<file path="src/rtl/bin_erosion_pkg.sv">
// Shared types and constants for the binary-erosion line-buffer controller.
package bin_erosion_pkg;

  localparam int unsigned ImgWidthDefault = 640;

  // Row-fill phase of the current frame.
  typedef enum logic [1:0] {
    StIdle  = 2'd0,
    StFill0 = 2'd1,
    StFill1 = 2'd2,
    StRun   = 2'd3
  } state_e;

  // Column counter width; at least one bit even for the smallest legal width.
  function automatic int unsigned cnt_width(input int unsigned width);
    return (width <= 2) ? 1 : $clog2(width);
  endfunction

endpackage

</file>
<file path="src/rtl/bin_erosion_col_cnt.sv">
// Column counter with wrap pulse and first/last-column flags.
module bin_erosion_col_cnt
  import bin_erosion_pkg::*;
#(
  parameter int unsigned IMG_WIDTH = ImgWidthDefault,
  parameter int unsigned CNT_W     = cnt_width(IMG_WIDTH)
) (
  input  logic clk,
  input  logic tb_rst,
  input  logic clr,
  input  logic inc,
  output logic wrap,
  output logic first,
  output logic last
);

  localparam logic [CNT_W-1:0] LastCol = CNT_W'(IMG_WIDTH - 1);

  logic [CNT_W-1:0] cnt_q, cnt_d;

  assign first = (cnt_q == '0);
  assign last  = (cnt_q == LastCol);
  assign wrap  = inc & last;

  // Next count: clear wins over increment; wrap at the last column.
  always_comb begin
    cnt_d = cnt_q;
    if (clr) begin
      cnt_d = '0;
    end else if (inc) begin
      cnt_d = last ? '0 : cnt_q + 1'b1;
    end
  end

  // Count register.
  always_ff @(posedge clk or posedge tb_rst) begin
    if (tb_rst) begin
      cnt_q <= '0;
    end else begin
      cnt_q <= cnt_d;
    end
  end

endmodule

</file>
<file path="src/rtl/bin_erosion_linebuf_ctrl.sv">
// Sequences two external 1-bit FIFOs as cascaded row delays and emits an
// aligned {row n-2, row n-1, row n} column for a 3x3 erosion window.
// Optional feature macro: BIN_EROSION_BORDER_EN adds col_first/col_last flags.
module bin_erosion_linebuf_ctrl
  import bin_erosion_pkg::*;
#(
  parameter int unsigned IMG_WIDTH = ImgWidthDefault,
  parameter int unsigned CNT_W     = cnt_width(IMG_WIDTH)
) (
  input  logic       clk,
  input  logic       tb_rst,
  input  logic       frame_start,
  input  logic       pix_vld,
  input  logic       pix_data,
  output logic       fifo_rst,
  output logic       f0_wr_en,
  output logic       f0_wr_data,
  output logic       f0_rd_en,
  input  logic       f0_rd_data,
  input  logic       f0_empty,
  output logic       f1_wr_en,
  output logic       f1_wr_data,
  output logic       f1_rd_en,
  input  logic       f1_rd_data,
  input  logic       f1_empty,
  output logic       col_vld,
  output logic [2:0] col_data,
`ifdef BIN_EROSION_BORDER_EN
  output logic       col_first,
  output logic       col_last,
`endif
  output logic       underflow_err
);

  state_e state_q, state_d;
  logic   accept, rd0, rd1, wrap, first, last;
  logic   rd0_q, col_vld_q, pix_q, uf_q, uf_d;

  // A pixel is taken only in an active state and never alongside frame_start.
  assign accept = pix_vld & (state_q != StIdle) & ~frame_start;
  assign rd0    = accept & ((state_q == StFill1) | (state_q == StRun));
  assign rd1    = accept & (state_q == StRun);

  bin_erosion_col_cnt #(
    .IMG_WIDTH (IMG_WIDTH),
    .CNT_W     (CNT_W)
  ) u_col_cnt (
    .clk    (clk),
    .tb_rst (tb_rst),
    .clr    (frame_start),
    .inc    (accept),
    .wrap   (wrap),
    .first  (first),
    .last   (last)
  );

  // Next-state: frame_start aborts from anywhere; row wraps advance the fill phase.
  always_comb begin
    state_d = state_q;
    if (frame_start) begin
      state_d = StFill0;
    end else begin
      unique case (state_q)
        StIdle:  state_d = StIdle;
        StFill0: if (wrap) state_d = StFill1;
        StFill1: if (wrap) state_d = StRun;
        StRun:   state_d = StRun;
        default: state_d = StIdle;
      endcase
    end
  end

  // Sticky underflow, cleared by a new frame.
  always_comb begin
    uf_d = uf_q | (rd0 & f0_empty) | (rd1 & f1_empty);
    if (frame_start) uf_d = 1'b0;
  end

  // State and one-cycle pipeline matching the FIFO read latency.
  always_ff @(posedge clk or posedge tb_rst) begin
    if (tb_rst) begin
      state_q   <= StIdle;
      rd0_q     <= 1'b0;
      col_vld_q <= 1'b0;
      pix_q     <= 1'b0;
      uf_q      <= 1'b0;
    end else begin
      state_q   <= state_d;
      rd0_q     <= rd0;
      col_vld_q <= rd1;
      if (accept) pix_q <= pix_data;
      uf_q      <= uf_d;
    end
  end

  // Delayed actions are dropped in an abort cycle so they cannot hit the reset FIFOs.
  assign fifo_rst      = tb_rst | frame_start;
  assign f0_wr_en      = accept;
  assign f0_wr_data    = accept & pix_data;
  assign f0_rd_en      = rd0;
  assign f1_rd_en      = rd1;
  assign f1_wr_en      = rd0_q & ~frame_start;
  assign f1_wr_data    = f1_wr_en & f0_rd_data;
  assign col_vld       = col_vld_q & ~frame_start;
  assign col_data      = col_vld ? {f1_rd_data, f0_rd_data, pix_q} : 3'b000;
  assign underflow_err = uf_q;

`ifdef BIN_EROSION_BORDER_EN
  logic first_q, last_q;

  // Border flags travel with the column they describe.
  always_ff @(posedge clk or posedge tb_rst) begin
    if (tb_rst) begin
      first_q <= 1'b0;
      last_q  <= 1'b0;
    end else begin
      first_q <= rd1 & first;
      last_q  <= rd1 & last;
    end
  end

  assign col_first = first_q & ~frame_start;
  assign col_last  = last_q & ~frame_start;
`else
  logic unused_border;
  assign unused_border = first ^ last;
`endif

endmodule

</file>
<file path="config.mk">
export PLATFORM = sky130hd
export DESIGN_NAME = bin_erosion_linebuf_ctrl
export DESIGN_NICKNAME = d
export VERILOG_FILES = /design/src/rtl/bin_erosion_pkg.sv /design/src/rtl/bin_erosion_col_cnt.sv /design/src/rtl/bin_erosion_linebuf_ctrl.sv
export SDC_FILE = /design/constraint.sdc
export NUM_CORES = 1
export LEC_CHECK = 0
export CAP_MARGIN = 20
export CELL_PAD_IN_SITES_DETAIL_PLACEMENT = 1
export CELL_PAD_IN_SITES_GLOBAL_PLACEMENT = 2
export CORE_MARGIN = 2
export CORE_UTILIZATION = 28
export CTS_CLUSTER_SIZE = 20
export DETAILED_ROUTE_END_ITERATION = 10
export PLACE_DENSITY_LB_ADDON = 0.1
export RECOVER_POWER = 25
export SLEW_MARGIN = 20
export SYNTH_ARGS = -nofsm -noshare
export SYNTH_HDL_FRONTEND = slang
export SYNTH_HIERARCHICAL = 1
export SYNTH_SLANG_ARGS = --single-unit
</file>
<file path="constraint.sdc">
create_clock -name clk -period 1.8 [get_ports clk]
set_input_delay 0.36 -clock clk [delete_from_list [all_inputs] [get_ports clk]]
set_output_delay 0.36 -clock clk [all_outputs]
set_load 0.01 [all_outputs]
</file>
# After elaboration in Yosys (flattened, before gate mapping)
# Cells that the tools add are included.
# W data, S select, Z words.
dict set report classes {
  reduce_logical 4
  n_eq_ne 6
  addsub 1
  bitwise 16
  muxes 9
}
# operator n
set ops {}
lappend ops {{$mux W10} 3}
lappend ops {{$and A1 B1 Y1} 11}
lappend ops {{$add A10 B1 Y10 const B} 1}
lappend ops {{$eq A10 B10 Y1 const B} 1}
lappend ops {{$pmux W2 S4} 1}
lappend ops {{$mux W2} 3}
lappend ops {{$ne A3 B2 Y1 const B} 2}
lappend ops {{$eq A2 B2 Y1 const B} 2}
lappend ops {{$or A1 B1 Y1} 4}
lappend ops {{$reduce_bool A2 Y1} 2}
lappend ops {{$mux W3} 1}
lappend ops {{$eq A2 B1 Y1 const B} 1}
lappend ops {{$logic_not A2 Y1} 1}
lappend ops {{$reduce_and A2 Y1} 1}
lappend ops {{$mux W1} 1}
lappend ops {{$not A1 Y1} 1}
dict set report totals {
  input_bits 9
  word_cells 42
  out_inout_bits 12
  reg_bits 16
}

# Depth between registers and ports, before layout
dict set report logic_depth {
  word_depth 8
  ltp_mapped 6
  depth_no_buf 6
}

# Cells and area by module
# Netlist, hierarchy kept.
# module instances seq_area_each_um2 cells_per_inst area_per_inst_um2
set by_module_without_submodules {}
lappend by_module_without_submodules {bin_erosion_col_cnt 1 250.2 62 561.8}
lappend by_module_without_submodules {bin_erosion_linebuf_ctrl 1 150.1 27 292.8}

# Least setup slack after synthesis
# Ideal clock, no wire load.
dict set report synth_path {
  path_type {flip-flop to flip-flop}
  start {reg state_q[0]}
  end {reg state_q[0]}
  required_time_ns 1.676
  n_path_buf 0
  period_less_slack_ns 1.565
  arrival_time_ns 1.441
  slack_ns 0.235
  stages_incl_launch_ff 7
  path_cell_list {dfrtp_1 -> nor2_1 -> nor3b_4 -> nand2_2 -> nor2_1 -> nor2b_1 -> a211o_1}
}
dict set report synth_via {
  elab_chain_len 6
  elab_cells_between_ends 13
  cone_classes {5 x eq/ne; 2 x mux; 3 x bitwise; 3 x reduce/logical}
}
# item line_no
set synth_lines {}
lappend synth_lines {{from (decl)} bin_erosion_linebuf_ctrl.sv:35} ;# state_e state_q, state_d;
lappend synth_lines {{from (signal assigned)} bin_erosion_linebuf_ctrl.sv:82} ;# state_q <= StIdle;
lappend synth_lines {{from (signal assigned)} bin_erosion_linebuf_ctrl.sv:88} ;# state_q <= state_d;
lappend synth_lines {{$reduce_bool A2 Y1 *} bin_erosion_linebuf_ctrl.sv:40} ;# assign accept = pix_vld & (state_q != StIdle) & ~frame_start;
lappend synth_lines {{$and A1 B1 Y1 * (2 in a row)} bin_erosion_linebuf_ctrl.sv:40}
lappend synth_lines {{via f0_wr_en} bin_erosion_linebuf_ctrl.sv:16} ;# output logic f0_wr_en,
lappend synth_lines {{$and A1 B1 Y1 *} bin_erosion_col_cnt.sv:23} ;# assign wrap = inc & last;
lappend synth_lines {{via wrap} bin_erosion_linebuf_ctrl.sv:36} ;# logic accept, rd0, rd1, wrap, first, last;
lappend synth_lines {{$ne A3 B2 Y1 (no source line)} n/a}
lappend synth_lines {{$reduce_and A2 Y1 (no source line) *} n/a}
# The timed path passes the listed nets; every way through them passes the cells marked *.
# A chain may end at the register's enable or synchronous reset.

# Worst setup path after layout
dict set report layout_path {
  start {in pix_vld}
  end {out f0_rd_en}
}
dict set report layout_via {
  elab_chain_len 3
}
# item line_no
set layout_lines {}
lappend layout_lines {{from (decl)} bin_erosion_linebuf_ctrl.sv:13} ;# input logic pix_vld,
lappend layout_lines {{$and A1 B1 Y1 (2 in a row)} bin_erosion_linebuf_ctrl.sv:40}
lappend layout_lines {{$and A1 B1 Y1} bin_erosion_linebuf_ctrl.sv:41} ;# assign rd0 = accept & ((state_q == StFill1) | (state_q == StRun));
lappend layout_lines {{to (decl)} bin_erosion_linebuf_ctrl.sv:18} ;# output logic f0_rd_en,
# No other way between the ends.

==> flow_metrics.env <==
export IMPL_outcome="completed"
export IMPL_clk_latency_ps=300
export IMPL_pin_count=21
export IMPL_irDropWorstVdd_v=0.000358
export IMPL_leakage_nw=0.541
export IMPL_area_delta_synth_final_pct=40.0
export IMPL_worstSetupPathType="in2out"
export IMPL_routed_via_density=4.78
export IMPL_hp_class="reg2reg"
export IMPL_grt_usage=0.142
export IMPL_rsz0062_at_grt="false"
export IMPL_cts_tree="yes"
export IMPL_max_freq_mhz=572
export IMPL_initial_core_util=0.299
export IMPL_cts_sinks=16
export IMPL_worst_slew_pin_slew_ps=426
export IMPL_syn_area_sq_um=832
export IMPL_wirelength_mm=2.01
export IMPL_core_area_sq_mm=0.00278
export IMPL_worstPathRequired_ps=1440
export IMPL_rows=19
export IMPL_final_antenna_net_count=0
export IMPL_place_gp_congestion=0.717
export IMPL_post_layout_total_power_w=0.000680
export IMPL_dp_cells=144
export IMPL_drv_cap=0
export IMPL_clkTransAtPathRegs_ps=110
export IMPL_nets=129
export IMPL_arrival_ps=1390
export IMPL_cts_path_max_buffers=2
export IMPL_die_x_um=58.5
export IMPL_diodes=0
export IMPL_endpoint_kind="output port"
export IMPL_synth_cells=85
export IMPL_skew_ps=12.1
export IMPL_dr_first_iter_drc_count=20
export IMPL_final_common_cell="dfrtp_1"
export IMPL_grt_overflow=0
export IMPL_cts_made_buffers=3
export IMPL_first_pass_iters=4
export IMPL_ctsRootBufferMaster="clkbuf_4"
export IMPL_critical_path_max_fanout=3
export IMPL_instances_no_fill=148
export IMPL_fin_crit_sh=0.972
export IMPL_port_buffers=20
export IMPL_power_density_mw_per_mm2=584
export IMPL_postCtsHoldBufs=0
export IMPL_dieArea_sq_mm=0.00342
export IMPL_yosysWarnings=6
export IMPL_syn_avg_cell_area_sq_um=9.79
export IMPL_setup_viol=0
export IMPL_drc=0
export IMPL_wire_per_inst_um=13.6
export IMPL_relSlewSlack=0.715
export IMPL_fp_dieH_um=58.5
export IMPL_grt_pass1_vias=724
export IMPL_grt_pass1_wl_mm=3.57
export IMPL_grt_max_degree=12
export IMPL_antenna_found_initial=0
export IMPL_drv_slew=0
export IMPL_vias=707
export IMPL_period_needed_ps=1750
export IMPL_htreeDepth=1
export IMPL_worstSetupStartpointType="input port"
export IMPL_finalHoldViolCount=0
export IMPL_drive_gt1_frac=0.171
export IMPL_final_cell_mix="dfrtp_1 (16), nor2_1 (11), clkdlybuf4s50_1 (9)"
export IMPL_synth_nets=96
export IMPL_dp_hpwl_mm=1.54
## report_power, final
| group | total, W | internal (W) | switching, W |
|---|---|---|---|
| Clock | 0.000247 | 0.000123 | 0.000124 |
| Combinational | 0.0000642 | 0.0000339 | 0.0000304 |
| Sequential | 0.000369 | 0.000365 | 0.00000397 |
## stage by stage
stage	util	area, sq um	hold slack, ps	setup TNS, ps	worst slack (ps)
CTS	0.421	1170	418	0	5.17
global route	0.419	1160	541	0	2.30
global placement	0.408	1130	486	-5650	-421
detailed placement	0.408	1130	479	-6750	-480
floorplan	-	832	151	0	235
finish	0.419	1160	497	0	50.9
## final timing paths
path / start / to / slack (ps) / cells after the start
max in group asynchronous: tb_rst / u_col_cnt/cnt_q[5]$_DFFE_PP0P_ / 870 / 3
worst max register to register: state_q[1]$_DFFE_PP0P_ / u_col_cnt/cnt_q[7]$_DFFE_PP0P_ / 220 / 8
worst min-delay path: pix_q$_DFFE_PP0N_ / pix_q$_DFFE_PP0N_ / 500 / 1
min in group asynchronous: tb_rst / pix_q$_DFFE_PP0N_ / 550 / 3
worst min register to register: pix_q$_DFFE_PP0N_ / pix_q$_DFFE_PP0N_ / 500 / 1
worst max-delay path: pix_vld / f0_rd_en / 50 / 4
## worst max-delay path: stages
cell,delay (ps)
clkdlybuf4s50_1,470
and3b_1,210
buf_4,130
clkdlybuf4s15_1,230
## timing repair
item	in CTS	in global routing
setup buffers	0	0
pin swaps	0	1
resized for setup	17	5
setup endpoints to repair	12	4
## final cells by class
class | instances | area [sq um]
sequential | 16 | 400
inverter | 5 | 18.8
fill | 327 | 1620
clock buffer | 4 | 36.3
timing repair buffer | 29 | 255
multi-input combinational | 63 | 415
tap | 31 | 38.8
## sequential cells by signal (all words and copies together) (netlist names)
signal / count
rd0_q: 1
pix_q: 1
col_vld_q: 1
state_q: 2
underflow_err: 1
u_col_cnt/cnt_q: 10
## layer usage
metal  vias up  routed length [um]  GRT usage
met5         -                   0          0
met4         0                  31     0.0565
met3         5                  57     0.0462
met2         6                 927      0.217
met1       346                 993      0.187
li1        350                   -          -
(Power assumes the default switching activity.)
